--- src/rtl/vga_rx_monitor.sv ---
// Receive-side monitor for the TinyVGA PMOD byte: locks to the sync timing, recovers pixel coordinates and flags faults.
// Latency: vga_in -> pixel outputs 2 cycles; frame status updates 2 cycles after the hsync-fall byte. No backpressure: samples every cycle.
// Optional per-frame CRC-16-CCITT of the visible pixels when VGA_RX_CRC_EN is defined; otherwise frame_crc is tied to 0.
module vga_rx_monitor #(
  parameter int H_VISIBLE = 640,
  parameter int H_FRONT   = 16,
  parameter int H_SYNC    = 96,
  parameter int H_BACK    = 48,
  parameter int V_VISIBLE = 480,
  parameter int V_FRONT   = 10,
  parameter int V_SYNC    = 2,
  parameter int V_BACK    = 33
) (
  input  logic        clk,
  input  logic        rst_n,
  input  logic [7:0]  vga_in,
  output logic        pix_valid,
  output logic [9:0]  pix_x,
  output logic [9:0]  pix_y,
  output logic [5:0]  pix_rgb,
  output logic        locked,
  output logic        frame_done,
  output logic [7:0]  frame_cnt,
  output logic        timing_err,
  output logic [15:0] frame_crc
);

  localparam logic [10:0] H_TOTAL = 11'(H_VISIBLE + H_FRONT + H_SYNC + H_BACK);
  localparam logic [10:0] V_TOTAL = 11'(V_VISIBLE + V_FRONT + V_SYNC + V_BACK);
  localparam logic [10:0] H_START = 11'(H_SYNC + H_BACK);
  localparam logic [10:0] H_END   = 11'(H_SYNC + H_BACK + H_VISIBLE);
  localparam logic [10:0] V_START = 11'(V_SYNC + V_BACK);
  localparam logic [10:0] V_END   = 11'(V_SYNC + V_BACK + V_VISIBLE);

  typedef enum logic [1:0] {SEARCH, ACQUIRE, LOCKED} state_t;

  state_t      state_q, state_d;
  logic        fault_q, fault_d, err_set;
  logic [7:0]  in_q;
  logic        hs_prev, vs_prev;
  logic        hs_fall, vs_fall, boundary;
  logic [9:0]  h_cnt, v_cnt;
  logic        vs_seen;
  logic [10:0] h_len, v_len, h_pos, v_pos;
  logic        line_bad, frame_bad, h_to, v_to, h_vis, v_vis;

  always_ff @(posedge clk or negedge rst_n) begin
    if (!rst_n) begin
      in_q    <= 8'd0;
      hs_prev <= 1'b0;
      vs_prev <= 1'b0;
    end else begin
      in_q    <= vga_in;
      hs_prev <= in_q[7];
      vs_prev <= in_q[3];
    end
  end

  assign hs_fall  = hs_prev & ~in_q[7];
  assign vs_fall  = vs_prev & ~in_q[3];
  // A vsync fall coincident with an hsync fall still makes that hsync the frame boundary.
  assign boundary = hs_fall & (vs_seen | vs_fall);

  assign h_len     = {1'b0, h_cnt} + 11'd1;
  assign v_len     = {1'b0, v_cnt} + 11'd1;
  assign line_bad  = hs_fall && (h_len != H_TOTAL);
  assign frame_bad = boundary && (v_len != V_TOTAL);
  assign h_to      = &h_cnt;
  assign v_to      = &v_cnt;

  always_ff @(posedge clk or negedge rst_n) begin
    if (!rst_n) begin
      h_cnt   <= 10'd0;
      v_cnt   <= 10'd0;
      vs_seen <= 1'b0;
    end else begin
      if (hs_fall)
        h_cnt <= 10'd0;
      else if (!h_to)
        h_cnt <= h_cnt + 10'd1;

      if (boundary)
        v_cnt <= 10'd0;
      else if (hs_fall && !v_to)
        v_cnt <= v_cnt + 10'd1;

      if (hs_fall)
        vs_seen <= 1'b0;
      else if (vs_fall)
        vs_seen <= 1'b1;
    end
  end

  always_ff @(posedge clk or negedge rst_n) begin
    if (!rst_n) begin
      state_q <= SEARCH;
      fault_q <= 1'b0;
    end else begin
      state_q <= state_d;
      fault_q <= fault_d;
    end
  end

  always_comb begin
    state_d = state_q;
    fault_d = fault_q;
    err_set = 1'b0;
    case (state_q)
      SEARCH: begin
        if (boundary) begin
          state_d = ACQUIRE;
          fault_d = 1'b0;
        end
      end
      ACQUIRE: begin
        if (h_to || v_to) begin
          err_set = 1'b1;
          state_d = SEARCH;
        end else begin
          err_set = line_bad | frame_bad;
          if (boundary) begin
            // One fully clean frame is needed; any fault restarts the attempt.
            state_d = (fault_q | line_bad | frame_bad) ? ACQUIRE : LOCKED;
            fault_d = 1'b0;
          end else if (line_bad) begin
            fault_d = 1'b1;
          end
        end
      end
      LOCKED: begin
        if (line_bad || frame_bad || h_to || v_to) begin
          err_set = 1'b1;
          state_d = SEARCH;
        end
      end
      default: state_d = SEARCH;
    endcase
  end

  // h_cnt lags in_q by a cycle, and v_cnt advances at hsync (mid-line), so the
  // byte now in in_q sits one position past both counters.
  assign h_pos = hs_fall ? 11'd0 : h_len;
  assign v_pos = v_len;
  assign h_vis = (h_pos >= H_START) && (h_pos < H_END);
  assign v_vis = (v_pos >= V_START) && (v_pos < V_END);
  assign locked = (state_q == LOCKED);

  always_ff @(posedge clk or negedge rst_n) begin
    if (!rst_n) begin
      pix_valid  <= 1'b0;
      pix_x      <= 10'd0;
      pix_y      <= 10'd0;
      pix_rgb    <= 6'd0;
      frame_done <= 1'b0;
      frame_cnt  <= 8'd0;
      timing_err <= 1'b0;
    end else begin
      pix_valid  <= locked && h_vis && v_vis;
      pix_x      <= h_pos[9:0] - H_START[9:0];
      pix_y      <= v_pos[9:0] - V_START[9:0];
      pix_rgb    <= {in_q[0], in_q[4], in_q[1], in_q[5], in_q[2], in_q[6]};
      frame_done <= boundary;
      frame_cnt  <= frame_cnt + {7'd0, boundary};
      timing_err <= timing_err | err_set;
    end
  end

`ifdef VGA_RX_CRC_EN
  logic [15:0] crc_q;

  function automatic logic [15:0] crc_step(input logic [15:0] c, input logic [5:0] d);
    logic [15:0] r;
    r = c;
    for (int i = 5; i >= 0; i--)
      r = {r[14:0], 1'b0} ^ ((r[15] ^ d[i]) ? 16'h1021 : 16'h0000);
    return r;
  endfunction

  always_ff @(posedge clk or negedge rst_n) begin
    if (!rst_n) begin
      crc_q     <= 16'hFFFF;
      frame_crc <= 16'h0000;
    end else if (boundary) begin
      frame_crc <= crc_q;
      crc_q     <= 16'hFFFF;
    end else if (pix_valid) begin
      crc_q <= crc_step(crc_q, pix_rgb);
    end
  end
`else
  assign frame_crc = 16'h0000;
`endif

endmodule

--- config.mk ---
export PLATFORM = sky130hd
export DESIGN_NAME = vga_rx_monitor
export DESIGN_NICKNAME = d
export VERILOG_FILES = /design/src/rtl/vga_rx_monitor.sv
export SDC_FILE = /design/constraint.sdc
export NUM_CORES = 1
export LEC_CHECK = 0
export ABC_AREA = 1
export CAP_MARGIN = 30
export CORE_AREA = 4 4 106 108
export CTS_CLUSTER_DIAMETER = 120
export DETAILED_ROUTE_END_ITERATION = 16
export DIE_AREA = 0 0 110 112
export SLEW_MARGIN = 0
export SYNTH_ARGS = -nofsm -noshare
export SYNTH_HDL_FRONTEND = slang
export SYNTH_SLANG_ARGS = --single-unit
--- constraint.sdc ---
create_clock -name clk -period 2.1 [get_ports clk]
set_clock_uncertainty 0.05 [all_clocks]
set_input_delay 0.42 -clock clk [delete_from_list [all_inputs] [get_ports clk]]
set_output_delay 0.42 -clock clk [all_outputs]
set_load 0.02 [all_outputs]
==> qor.txt, run 1 <==
width of the die = 110 µm
vias post-DR = 2582
Final setup viols = 0
highest clock rate = 522 MHz
H-tree depth = 3
grt met1 use = 17.5%
Synth Instances = 379
Crit. End Element = flop
CTS tree = done
worst-skew pair later-pin latency = 0.35 ns
GRT overflow = 0
antenna viol nets, final = 0
Peak VDD IR = 455 µV
multiplexer area fraction after synthesis = 0%
starting density of the core = 34.3%
Lkg Pwr = 2.05 nW
Register Area = 1780 µm²
Final nets = 464
clock power share = 24.7%
# IOs = 64
WL/cell = 12.3 µm
adder-cell share of the synthesized area = 4.28%
Compound-Gate Fraction of Synth Area = 4.06%
largest family of logic cells by synthesized area = simple AND/OR/NAND/NOR gates
synth warn = 0
mapped cell area = 3510 µm²
die area = 12300 µm²
Async SR Flop Fraction = 100%
PD cells = 971 nW/µm²
Synth area leaders = dfrtp_1, nand2_1, ha_1, inv_1, buf_4
register area share after synthesis = 50.6%
Hold Crit Class = reg -> reg
Layout Area Growth over Synthesis = 23.5%
Setup Crit Path Kind = reg -> reg
dpl hpwl = 5350 µm
total CTS buffers = 9
synthesized-area fraction occupied by and/or/nand/nor cells = 25.8%
Avg Inst Size Synth = 9.27 µm²
setup_tns = 0 ns
Final Max Tran Viols = 0
vias in the first global route = 2500
Hold Vio Cnt, Final = 0
largest area contributor in the netlist = dfrtp_1
met3 Use GR = 2.32%
DRC viols = 0
combinational power share = 33.1%
crit share post-route = 91.2%
initial antenna violation count = 0
DRT Pass-1 Iters = 5
Crit path arrival time = 2.14 ns
post-synthesis xor/xnor area fraction = 5.63%
M2 GR Usage = 17.6%
Vias/cell = 4.43
Tot Pwr = 0.00421 W
fillers = 1013
EDFF count, synth = 0
largest net degree at the start of global routing = 40
count of different cell masters after synthesis = 39
Die Ht = 112 µm
Antenna Cells = 0
max-cap violations = 0
Tot GR Track Use = 12.1%
share of layout cells above drive strength 1 = 14.5%
core area = 10200 µm²
Sinks on Clock Net = 71
Multi-input gate area = 1460 µm²
num rows = 37
Yosys top cell area share = 50.6%
placer congestion estimate = 0.856
Port-buffer cells = 47
Worst EP required = 2.33 ns
CTS Root Buffer Type = clkbuf_8
Reg power frac = 42.3%
Clock Path Buffers = 2
crit path time final = 1.92 ns
Most Crowded Layer GR = met2
first-pass GRT wire length = 11800 µm
FF+latch count, synth = 71
clock-pin slew on the worst setup and hold paths = 0.09 ns
switching fraction of total power = 36.9%
status = completed
sw power = 0.00155 W
crit-path max FO = 8
most frequent cell after synthesis = nand2_1
top_reg_cell synth = dfrtp_1
Post-synth top cells = nand2_1, dfrtp_1, inv_1
Startpoint Class = flop
DRT iter0 DRCs = 151
Power Internal = 0.00266 W
final WL = 7160 µm
[worst max-delay path, stage by stage (launching register included)]
cell and delay, ns:
dfrtp_1 0.50, nand3_1 0.17, nor2_1 0.17, nand2_1 0.10, nand3_1 0.19, ha_1 0.18, nand4_1 0.10, nor3_1 0.18
a21oi_1 0.10, nor2_1 0.10
[through the flow]
| stage | util [%] | hold WS [ns] | instance area, µm² | std cells | worst slack, ns |
|---|---|---|---|---|---|
| final | 42.4 | 0.302 | 4340 | 583 | 0.185 |
| after global routing | 42.4 | 0.311 | 4340 | 583 | -0.000311 |
| after CTS | 42.2 | 0.304 | 4320 | 581 | 0.158 |
| after detailed placement | 40.3 | 0.285 | 4120 | 564 | 0.179 |
| after global placement | 40.3 | 0.282 | 4120 | 564 | 0.225 |
| after floorplan | - | 0.0744 | 3570 | 394 | 0.280 |
[cell families after synthesis]
kind of cell / after synthesis
compound gates: 24
other cells: 1
buf+inv: 68
simple gates: 183
xor+xnor: 20
flops: 71
fa+ha+maj: 12
[routing by layer]
metal	vias up	wire length, µm
met1	1216	3450
li1	1287	-
met4	0	126
met3	7	464
met5	-	0
met2	72	3120
[path summary, 6_finish.rpt]
kind                                           start                    to  slack [ns]  depth (start not counted)
max in group asynchronous                      rst_n    pix_x[9]$_DFF_PN0_        0.94                          3
worst min register to register     in_q[0]$_DFF_PN0_  pix_rgb[5]$_DFF_PN0_        0.30                          0
worst min-delay path               in_q[0]$_DFF_PN0_  pix_rgb[5]$_DFF_PN0_        0.30                          0
worst max register to register  h_cnt[2]$_DFFE_PN0P_   pix_valid$_DFF_PN0_        0.18                          9
worst max-delay path            h_cnt[2]$_DFFE_PN0P_   pix_valid$_DFF_PN0_        0.18                          9
min in group asynchronous                      rst_n    pix_x[1]$_DFF_PN0_        0.51                          2
[repair_timing]
action / in CTS / in global routing
endpoints found under the hold margin: 32 / 0
buffers inserted: 0 / 2
resized for setup: 1 / 3
setup endpoints to repair: 1 / 3
hold buffers: 1 / 0
[power groups by stage]
stage | registers, W | clock network (W) | logic (W)
6_report | 0.00178 | 0.00104 | 0.00139
5_1_grt | 0.00181 | 0.00113 | 0.00154
4_1_cts | 0.00178 | 0.00108 | 0.00139
3_5_place_dp | 0.00181 | 0 | 0.00139
3_3_place_gp | 0.00181 | 0 | 0.00137
2_1_floorplan | 0.00198 | 0 | 0.000680
[area by class of cell]
| cell class | count | share of cell area (%) |
|---|---|---|
| timing repair buffer | 58 | 13.0 |
| inverter | 47 | 4.10 |
| sequential | 71 | 41.0 |
| tap | 136 | 3.92 |
| multi-input combinational | 255 | 33.7 |
| clock inverter | 7 | 1.41 |
| clock buffer | 9 | 2.86 |
[placed cells by master (no fill, tap or decap), drive strengths merged]
cell,n
dlygate4sd2,1
xor2,13
nor3b,1
nor2,39
a21oi,8
clkdlybuf4s50,45
dfrtp,71
nand4,11
dlygate4sd3,1
xnor2,7
ha,12
nand3,30
a31o,1
inv,48
a211oi,1
or2,1
nor3,2
clkbuf,9
nand2,95
and2,1
nand3b,3
buf,11
clkinv,4
o31ai,2
o21bai,1
clkinvlp,2
conb,16
o21ai,11
[sequential cells by signal, summed over array words and instances (netlist names), 2 cells and up]
register,cells
pix_rgb,6
h_cnt,10
pix_x,10
state_q,2
v_cnt,10
in_q,8
pix_y,10
frame_cnt,8
Note: power is estimated with default switching activity, not from simulation.
==> inputs of run 2 (changes only) <==
- CELL_PAD_IN_SITES_DETAIL_PLACEMENT: default -> 1
- CELL_PAD_IN_SITES_GLOBAL_PLACEMENT: default -> 1
- PLACE_DENSITY_LB_ADDON: default -> 0.1
==> run 2 against run 1 <==
Via count is 0.62% lower. Register-to-register slack barely moved. Hold slack got worse by 0.27 ns. Die area stayed put. Routed wire length up 13%. Largest cell class unchanged. Sequential power about the same. Cell count decreased by 0.17%. Sequential share of layout area decreased by 0.26 points. Critical endpoint is now state_q[0]$_DFFE_PN0P_. Critical path type unchanged. Design area is 0.78% higher. Clock power grew 17%. Fmax up 0.27%. Non-clock buffer count shrank 1.
==> qor.txt, run 2 (synthesis results as in run 1) <==
first-pass GRT wire length = 13000 µm
width of the die = 110 µm
fillers = 1193
Final Max Tran Viols = 0
DRC viols = 0
initial antenna violation count = 0
Final Instance Area = 4370 µm²
core area = 10200 µm²
Clock Path Buffers = 2
highest clock rate = 523 MHz
DRT iter0 DRCs = 71
Hold Vio Cnt, Final = 0
DRT Pass-1 Iters = 5
vias in the first global route = 2567
antenna viol nets, final = 0
Final setup viols = 0
Port-buffer cells = 47
Sinks on Clock Net = 71
die area = 12300 µm²
Antenna Cells = 0
Peak VDD IR = 420 µV
CTS Root Buffer Type = clkbuf_8
commonest cells after routing, fill and taps aside = nand2_1, dfrtp_1, clkdlybuf4s50_1, inv_1, nor2_1
most common cell after layout, fill and taps aside = nand2_1
Die Ht = 112 µm
CTS tree = done
Layout Area Growth over Synthesis = 24.5%
Area after DPL = 4120 µm²
Startpoint Class = flop
Final nets = 463
total CTS buffers = 9
Crit path arrival time = 2.10 ns
WL met2 = 3830 µm
vias post-DR = 2566
status = completed
Top Layer Used = met4
crit-path max FO = 6
Crit. End Element = flop
largest net degree at the start of global routing = 72
WL/cell = 13.9 µm
share of layout cells above drive strength 1 = 15.5%
starting density of the core = 34.3%
Worst EP required = 2.29 ns
Setup Crit Path Kind = reg -> reg
GRT overflow = 0
dpl hpwl = 6080 µm
num rows = 37
max-cap violations = 0
worst-skew pair later-pin latency = 0.36 ns
Lkg Pwr = 2.06 nW
crit share post-route = 91.0%
H-tree depth = 3
setup_tns = 0 ns
clock-pin slew on the worst setup and hold paths = 0.08 ns
crit path time final = 1.91 ns
Hold Crit Class = in -> async
Tot GR Track Use = 13.8%
placer congestion estimate = 0.797
RSZ-0062 raised after global routing = no
M1 wire length = 3750 µm
DR WL met3 = 397 µm
PD cells = 1010 nW/µm²
# IOs = 64
Vias/cell = 4.41
final WL = 8100 µm
## run 2: metrics by stage
| step | cells | power (W) | util (%) | hold WS (ns) | worst slack (ns) |
|---|---|---|---|---|---|
| after floorplan | 394 | 0.00266 | - | 0.0744 | 0.280 |
| after global placement | 564 | 0.00321 | 40.3 | 0.282 | 0.106 |
| after detailed placement | 564 | 0.00322 | 40.3 | 0.286 | 0.0683 |
| after CTS | 580 | 0.00448 | 42.4 | 0.0443 | 0.0512 |
| after global routing | 582 | 0.00471 | 42.7 | 0.0486 | 0.000226 |
| final | 582 | 0.00441 | 42.7 | 0.0336 | 0.190 |
## run 2: final cells by class
cell class,instances,area [µm²],share of cell area (%)
sequential,71,1780,40.7
multi-input combinational,255,1470,33.6
timing repair buffer,57,552,12.6
inverter,47,178,4.06
tap,136,170,3.89
clock buffer,10,128,2.92
clock inverter,6,93.8,2.15
## run 2: timing repair
action	4_1_cts	5_1_grt
setup endpoints to repair	1	7
setup buffers	0	2
hold buffers	0	0
resized for setup	1	8
## run 2: worst paths after layout
kind	slack [ns]	from	cells after the start	endpoint
setup / recovery	0.19	v_cnt[0]$_DFFE_PN0P_	14	state_q[0]$_DFFE_PN0P_
hold / removal	0.03	rst_n	2	in_q[0]$_DFF_PN0_
setup reg to reg	0.19	v_cnt[0]$_DFFE_PN0P_	14	state_q[0]$_DFFE_PN0P_
hold reg to reg	0.30	in_q[4]$_DFF_PN0_	0	pix_rgb[4]$_DFF_PN0_
max in group asynchronous	1.63	rst_n	2	h_cnt[1]$_DFFE_PN0P_
min in group clk	0.30	in_q[4]$_DFF_PN0_	0	pix_rgb[4]$_DFF_PN0_
## run 2: metal layers
metal	GRT usage, %	up-vias
met5	0	-
met4	5.24	0
met3	4.00	12
met2	21.1	53
met1	18.3	1217
li1	-	1284
## run 2: worst max-delay path, cell delays in order (launching register included)
cell	delay, ns
dfrtp_1	0.38
buf_4	0.16
inv_1	0.13
ha_1	0.17
nand2_1	0.05
nor2_1	0.10
nand2_1	0.06
nor2_1	0.16
nand3_2	0.10
nand2_2	0.08
nand3_1	0.10
nor2_1	0.10
nor2_1	0.05
nand2_1	0.05
nand2_1	0.05
## run 2: where the power goes
| part | total [W] | internal, W | leakage [nW] | switching, W |
|---|---|---|---|---|
| logic | 0.00140 | 0.000586 | 1.09 | 0.000814 |
| registers | 0.00179 | 0.00162 | 0.865 | 0.000179 |
| clock network | 0.00122 | 0.000677 | 0.107 | 0.000541 |
==> variant 1 (settings of run 2) <==
Encoding of `state_t`: now one-hot (3 bits for 3 states).
--- a/src/rtl/vga_rx_monitor.sv
+++ b/src/rtl/vga_rx_monitor.sv
@@ -33,5 +33,5 @@
   localparam logic [10:0] V_END   = 11'(V_SYNC + V_BACK + V_VISIBLE);
 
-  typedef enum logic [1:0] {SEARCH, ACQUIRE, LOCKED} state_t;
+  typedef enum logic [2:0] {SEARCH = 3'b001, ACQUIRE = 3'b010, LOCKED = 3'b100} state_t;
 
   state_t      state_q, state_d;
Behaviour: no difference found for any inputs over 10 cycles, from zero or initial values and one cycle with rst_n low; not proved beyond that.
==> variant 1 against run 2 <==
Clock power increased by 4%; sequential cell count up 1; cell area is 1.1% higher; critical path depth fell by 2; largest power group unchanged; area after synthesis decreased by 3.2%; die area did not move; power decreased by 7.4%; setup slack worse by 0.040 ns; wire length rose by 2.1%.
==> variant 1: results (changes against run 2) <==
| Metric | Value |
|---|---|
| H-tree Lvls | 3 (unchanged) |
| Placer Congestion | 0.838 (was 0.797) |
| Pre-Repair DR Iteration Count | 4 (was 5) |
| Library cells used by synthesis | 31 (was 39) |
| Max incr delay on CP | 0.46 ns (was 0.38 ns) |
| Proportion of layout cells with a drive suffix above 1 | 18.5% (was 15.5%) |
| Sequential share of the synthesized area | 53.1% (was 50.6%) |
| Met1 Track Usage GR | 17.6% (was 18.3%) |
| Setup Slack @ Placement | 0.0910 ns (was 0.0683 ns) |
| First-pass GRT wire length | 13900 um (was 13000 um) |
| P_seq | 1.74 mW (was 1.79 mW) |
| P_leak | 2.05 nW (was 2.06 nW) |
| Synth Area in XOR/XNOR | 5.67% (was 5.63%) |
| Gr usage total | 14.5% (was 13.8%) |
| Outcome | finished, final reports clean (unchanged) |
| VDD IR-drop max | 324 uV (was 420 uV) |
| Initial antenna violation count | 0 (unchanged) |
| WL per Instance | 14.0 um (was 13.9 um) |
| NetSw | 1.31 mW (was 1.53 mW) |
| Clk pwr | 1.27 mW (was 1.22 mW) |
| Synth Area in Compound Gates | 4.82% (was 4.06%) |
| Top post-synthesis cells by area | dfrtp_1, nand2_1, inv_1 (was dfrtp_1, nand2_1, ha_1) |
| Area of the multi-input gates | 0.00139 mm^2 (was 0.00147 mm^2) |
| Placed cell area | 0.00408 mm^2 (was 0.00412 mm^2) |
| FFs w/ async S/R, synth | 100% (unchanged) |
| Vias in the first global route | 2808 (was 2567) |
| Via density | 4.39 (was 4.41) |
| Commonest cells post-synth | nand2_1, dfrtp_1, inv_1, nor2_1, nand3_1 (unchanged) |
| Slowest stage cell, crit path | dfrtp_2 (was dfrtp_1) |
| Clk slew on worst S/H paths | 0.08 ns (about the same) |
| DP Cell Count | 569 (was 564) |
| Final #Nets | 469 (was 463) |
| Post-route DRC | 0 (unchanged) |
| Highest metal used | met4 (unchanged) |
| Syn_area_per_cell | 9.11 um^2 (was 9.27 um^2) |
| CP arrival | 2.14 ns (was 2.10 ns) |
| Fillers | 1173 (was 1193) |
| Max FO, Critical Path | 5 (was 6) |
| M1 wire length | 3480 um (was 3750 um) |
| Post-Synth Adder-Cell Area | 3.31% (was 4.28%) |
| Antenna Diode Count | 0 (unchanged) |
| WL met3 | 171 um (was 397 um) |
| Non-filler instance count after layout | 591 (was 582) |
| Hold crit path type | flip-flop to flip-flop (was input pin to async pin) |
| Comb power | 1.07 mW (was 1.40 mW) |
| Initial DRC count | 106 (was 71) |
| Met3 Track Usage GR | 2.32% (was 4.00%) |
| Largest net degree at the start of global routing | 32 (was 72) |
| Final HPWL DP | 6500 um (was 6080 um) |
| Met2 wire len | 4520 um (was 3830 um) |
| M2 GR Usage | 25.2% (was 21.1%) |
==> variant 1: cell count changes after synthesis, sizes merged, moves of 4 or more <==
cell and delta:
nand4 -4, nand3 -5, o22ai +8, inv +6, buf -4, nor2 -4
nand2 -6, nor3 +5
==> variant 1: cell families after synthesis <==
kind of cell | Yosys count
other | 1
DFF | 72
adders and majority gates | 9
AOI/OAI and AO/OA | 29
xor gates and xnor gates | 22
buffers and inverters | 70
and+or+nand+nor | 170
==> variant 1: repair_timing <==
action                                  in CTS  in global routing
hold endpoints to repair                    29                  0
setup buffers                                0                  5
pin swaps                                    0                  2
hold buffers                                 1                  0
endpoints found under the setup margin       1                 18
resized for setup                            1                 18
==> variant 1: layout make-up <==
| cell class | instances | area share (%) |
|---|---|---|
| clock buffer | 10 | 3.11 |
| clock inverter | 6 | 2.04 |
| inverter | 53 | 4.50 |
| multi-input combinational | 246 | 31.4 |
| sequential | 72 | 40.9 |
| tap | 136 | 3.85 |
| timing repair buffer | 68 | 14.2 |
==> variant 1: final timing paths <==
| check | start | end | slack, ns | cells past startpoint |
|---|---|---|---|---|
| max | h_cnt[0]$_DFFE_PN0P_ | state_q[1]$_DFFE_PN0P_ | 0.15 | 12 |
| min | in_q[2]$_DFF_PN0_ | pix_rgb[1]$_DFF_PN0_ | 0.30 | 0 |
| max reg2reg | h_cnt[0]$_DFFE_PN0P_ | state_q[1]$_DFFE_PN0P_ | 0.15 | 12 |
| min reg2reg | in_q[2]$_DFF_PN0_ | pix_rgb[1]$_DFF_PN0_ | 0.30 | 0 |
| max in group asynchronous | rst_n | v_cnt[9]$_DFFE_PN0P_ | 0.83 | 3 |
| min in group asynchronous | rst_n | pix_rgb[3]$_DFF_PN0_ | 0.49 | 2 |
==> variant 2 (flow settings as in run 2) <==
Made on the original files. The option `VGA_RX_CRC_EN` is turned on by a define.
--- a/src/rtl/vga_rx_monitor.sv
+++ b/src/rtl/vga_rx_monitor.sv
@@ -2,4 +2,6 @@
 // Latency: vga_in -> pixel outputs 2 cycles; frame status updates 2 cycles after the hsync-fall byte. No backpressure: samples every cycle.
 // Optional per-frame CRC-16-CCITT of the visible pixels when VGA_RX_CRC_EN is defined; otherwise frame_crc is tied to 0.
+`define VGA_RX_CRC_EN
+
 module vga_rx_monitor #(
   parameter int H_VISIBLE = 640,
Formal check against the unedited RTL: not equivalent (Yosys sat finds a counterexample within 4 cycles, from zero or initial values and one cycle with rst_n low).
==> variant 2 against run 2 <==
Synthesized cell count is 30% higher; non-clock buffer count is 30 higher; wire length grew 39%; fmax fell by 3.9%; power up 21%; cell area is 34% higher; sequential cell count grew 32; final cell count is 24% higher; area after synthesis is 31% higher; global-route usage up 5.9 points; setup slack got worse by 0.078 ns; combinational power up 14%; critical endpoint is now pix_valid$_DFF_PN0_; largest cell class unchanged.
==> variant 2: results (changes against run 2) <==
| Metric | Value |
|---|---|
| Initial DRC count | 127 (was 71) |
| Post-Route WL | 11300 um (was 8100 um) |
| CP arrival | 2.24 ns (was 2.10 ns) |
| Outcome | finished, final reports clean (unchanged) |
| Proportion of layout cells with a drive suffix above 1 | 17.7% (was 15.5%) |
| Commonest cells post-synth | nand2_1, dfrtp_1, inv_1, nor2_1, nand3_1 (unchanged) |
| P_leak | 2.80 nW (was 2.06 nW) |
| YS warnings | 0 (unchanged) |
| Max incr delay on CP | 0.42 ns (was 0.38 ns) |
| Regs by FF count | crc_q x16, frame_crc x16 |
| Top post-synthesis cells by area | dfrtp_1, nand2_1, dfstp_2 (was dfrtp_1, nand2_1, ha_1) |
| CTS buffer count | 9 (unchanged) |
| Clock tree buffer depth | 2 (unchanged) |
| Most used flip-flop cell after synthesis | dfrtp_1 (unchanged) |
| Initial antenna violation count | 0 (unchanged) |
| Placer Congestion | 0.836 (was 0.797) |
| Antenna Diode Count | 0 (unchanged) |
| VDD IR-drop max | 371 uV (was 420 uV) |
| Routed vias | 3614 (was 2566) |
| Sequential share of the synthesized area | 56.6% (was 50.6%) |
| Max FO, Critical Path | 5 (was 6) |
| CP delay by family, top | simple AND/OR/NAND/NOR gates (unchanged) |
| Placed cell area | 0.00547 mm^2 (was 0.00412 mm^2) |
| Largest net degree at the start of global routing | 37 (was 72) |
| Worst-Margin Slew | 0.508 ns |
| Pre-Repair DR Iteration Count | 4 (was 5) |
| Slowest stage cell, crit path | dfrtp_1 (unchanged) |
| Gr usage total | 19.6% (was 13.8%) |
| Clk slew on worst S/H paths | 0.09 ns |
| H-tree Lvls | 3 (unchanged) |
| Final HPWL DP | 8270 um (was 6080 um) |
| First-pass GRT wire length | 19000 um (was 13000 um) |
| Clk_lat worst skew | 0.37 ns |
| Port Buffers | 63 (was 47) |
| Vias in the first global route | 3826 (was 2567) |
| Root Buffer | clkbuf_8 (unchanged) |
| FFs w/ async S/R, synth | 100% (unchanged) |
| Post-Syn Nets | 514 |
| Hold crit path type | flip-flop to flip-flop (was input pin to async pin) |
| Final #Nets | 603 (was 463) |
| Library cells used by synthesis | 36 (was 39) |
| Setup Slack @ Placement | -0.0643 ns (was 0.0683 ns) |
## variant 2: what timing repair did
action | in CTS | in global routing
endpoints found under the hold margin | 22 | 0
setup buffers | 2 | 8
setup endpoints to repair | 3 | 9
pin swaps | 0 | 20
hold buffers | 1 | 0
resized for setup | 2 | 30
## variant 2: cell families (layout without fill, tap and decap cells)
family                     after synthesis  count (layout)  share of synthesized area (%)
AOI/OAI and AO/OA                       56              56                           7.41
and+or+nand+nor                        214             214                           20.3
adders and majority gates               12              12                           3.27
buffers and inverters                   76             170                           6.40
DFF                                    103             103                           56.6
xor gates and xnor gates                31              31                           6.08
## variant 2: path summary, 6_finish.rpt
kind                                      startpoint  cells after the start                endpoint  slack, ns
worst min register to register     in_q[6]$_DFF_PN0_                      0    pix_rgb[0]$_DFF_PN0_       0.30
max in group asynchronous                      rst_n                      3    v_cnt[5]$_DFFE_PN0P_       0.85
min in group asynchronous                      rst_n                      2  frame_cnt[4]$_DFF_PN0_       0.50
worst min-delay path               in_q[6]$_DFF_PN0_                      0    pix_rgb[0]$_DFF_PN0_       0.30
worst max register to register  v_cnt[1]$_DFFE_PN0P_                     10     pix_valid$_DFF_PN0_       0.11
worst max-delay path            v_cnt[1]$_DFFE_PN0P_                     10     pix_valid$_DFF_PN0_       0.11
## variant 2: power breakdown
| part | internal, mW | switching, mW |
|---|---|---|
| Clock | 0.585 | 0.685 |
| Combinational | 0.692 | 0.903 |
| Sequential | 2.27 | 0.193 |
## variant 2: routing by layer
layer	share of wire, %	vias to the layer above	wire (um)	global-route usage [%]
li1	-	1732	-	-
met1	44	1806	4910	25.5
met2	52	58	5810	32.4
met3	2.8	18	313	2.78
met4	2.1	0	235	8.31
met5	0	-	0	0
## variant 2: final cells by class
class,instances,area (um^2)
Clock inverter,5,57.6
Tap cell,136,170
Clock buffer,11,141
Inverter,67,254
Sequential cell,103,2600
Timing Repair Buffer,87,835
Fill cell,1182,4380
Multi-Input combinational cell,313,1790
## variant 2: per-stage QoR
stage                     power (mW)  util (%)  cells  hold WS (ns)
after global placement          3.99      53.5    695         0.282
after global routing            5.67      57.2    722         0.325
final                           5.33      57.2    722         0.301
after floorplan                 3.31         -    492        0.0744
after detailed placement        4.06      53.5    695         0.286
after CTS                       5.36      55.7    714         0.305
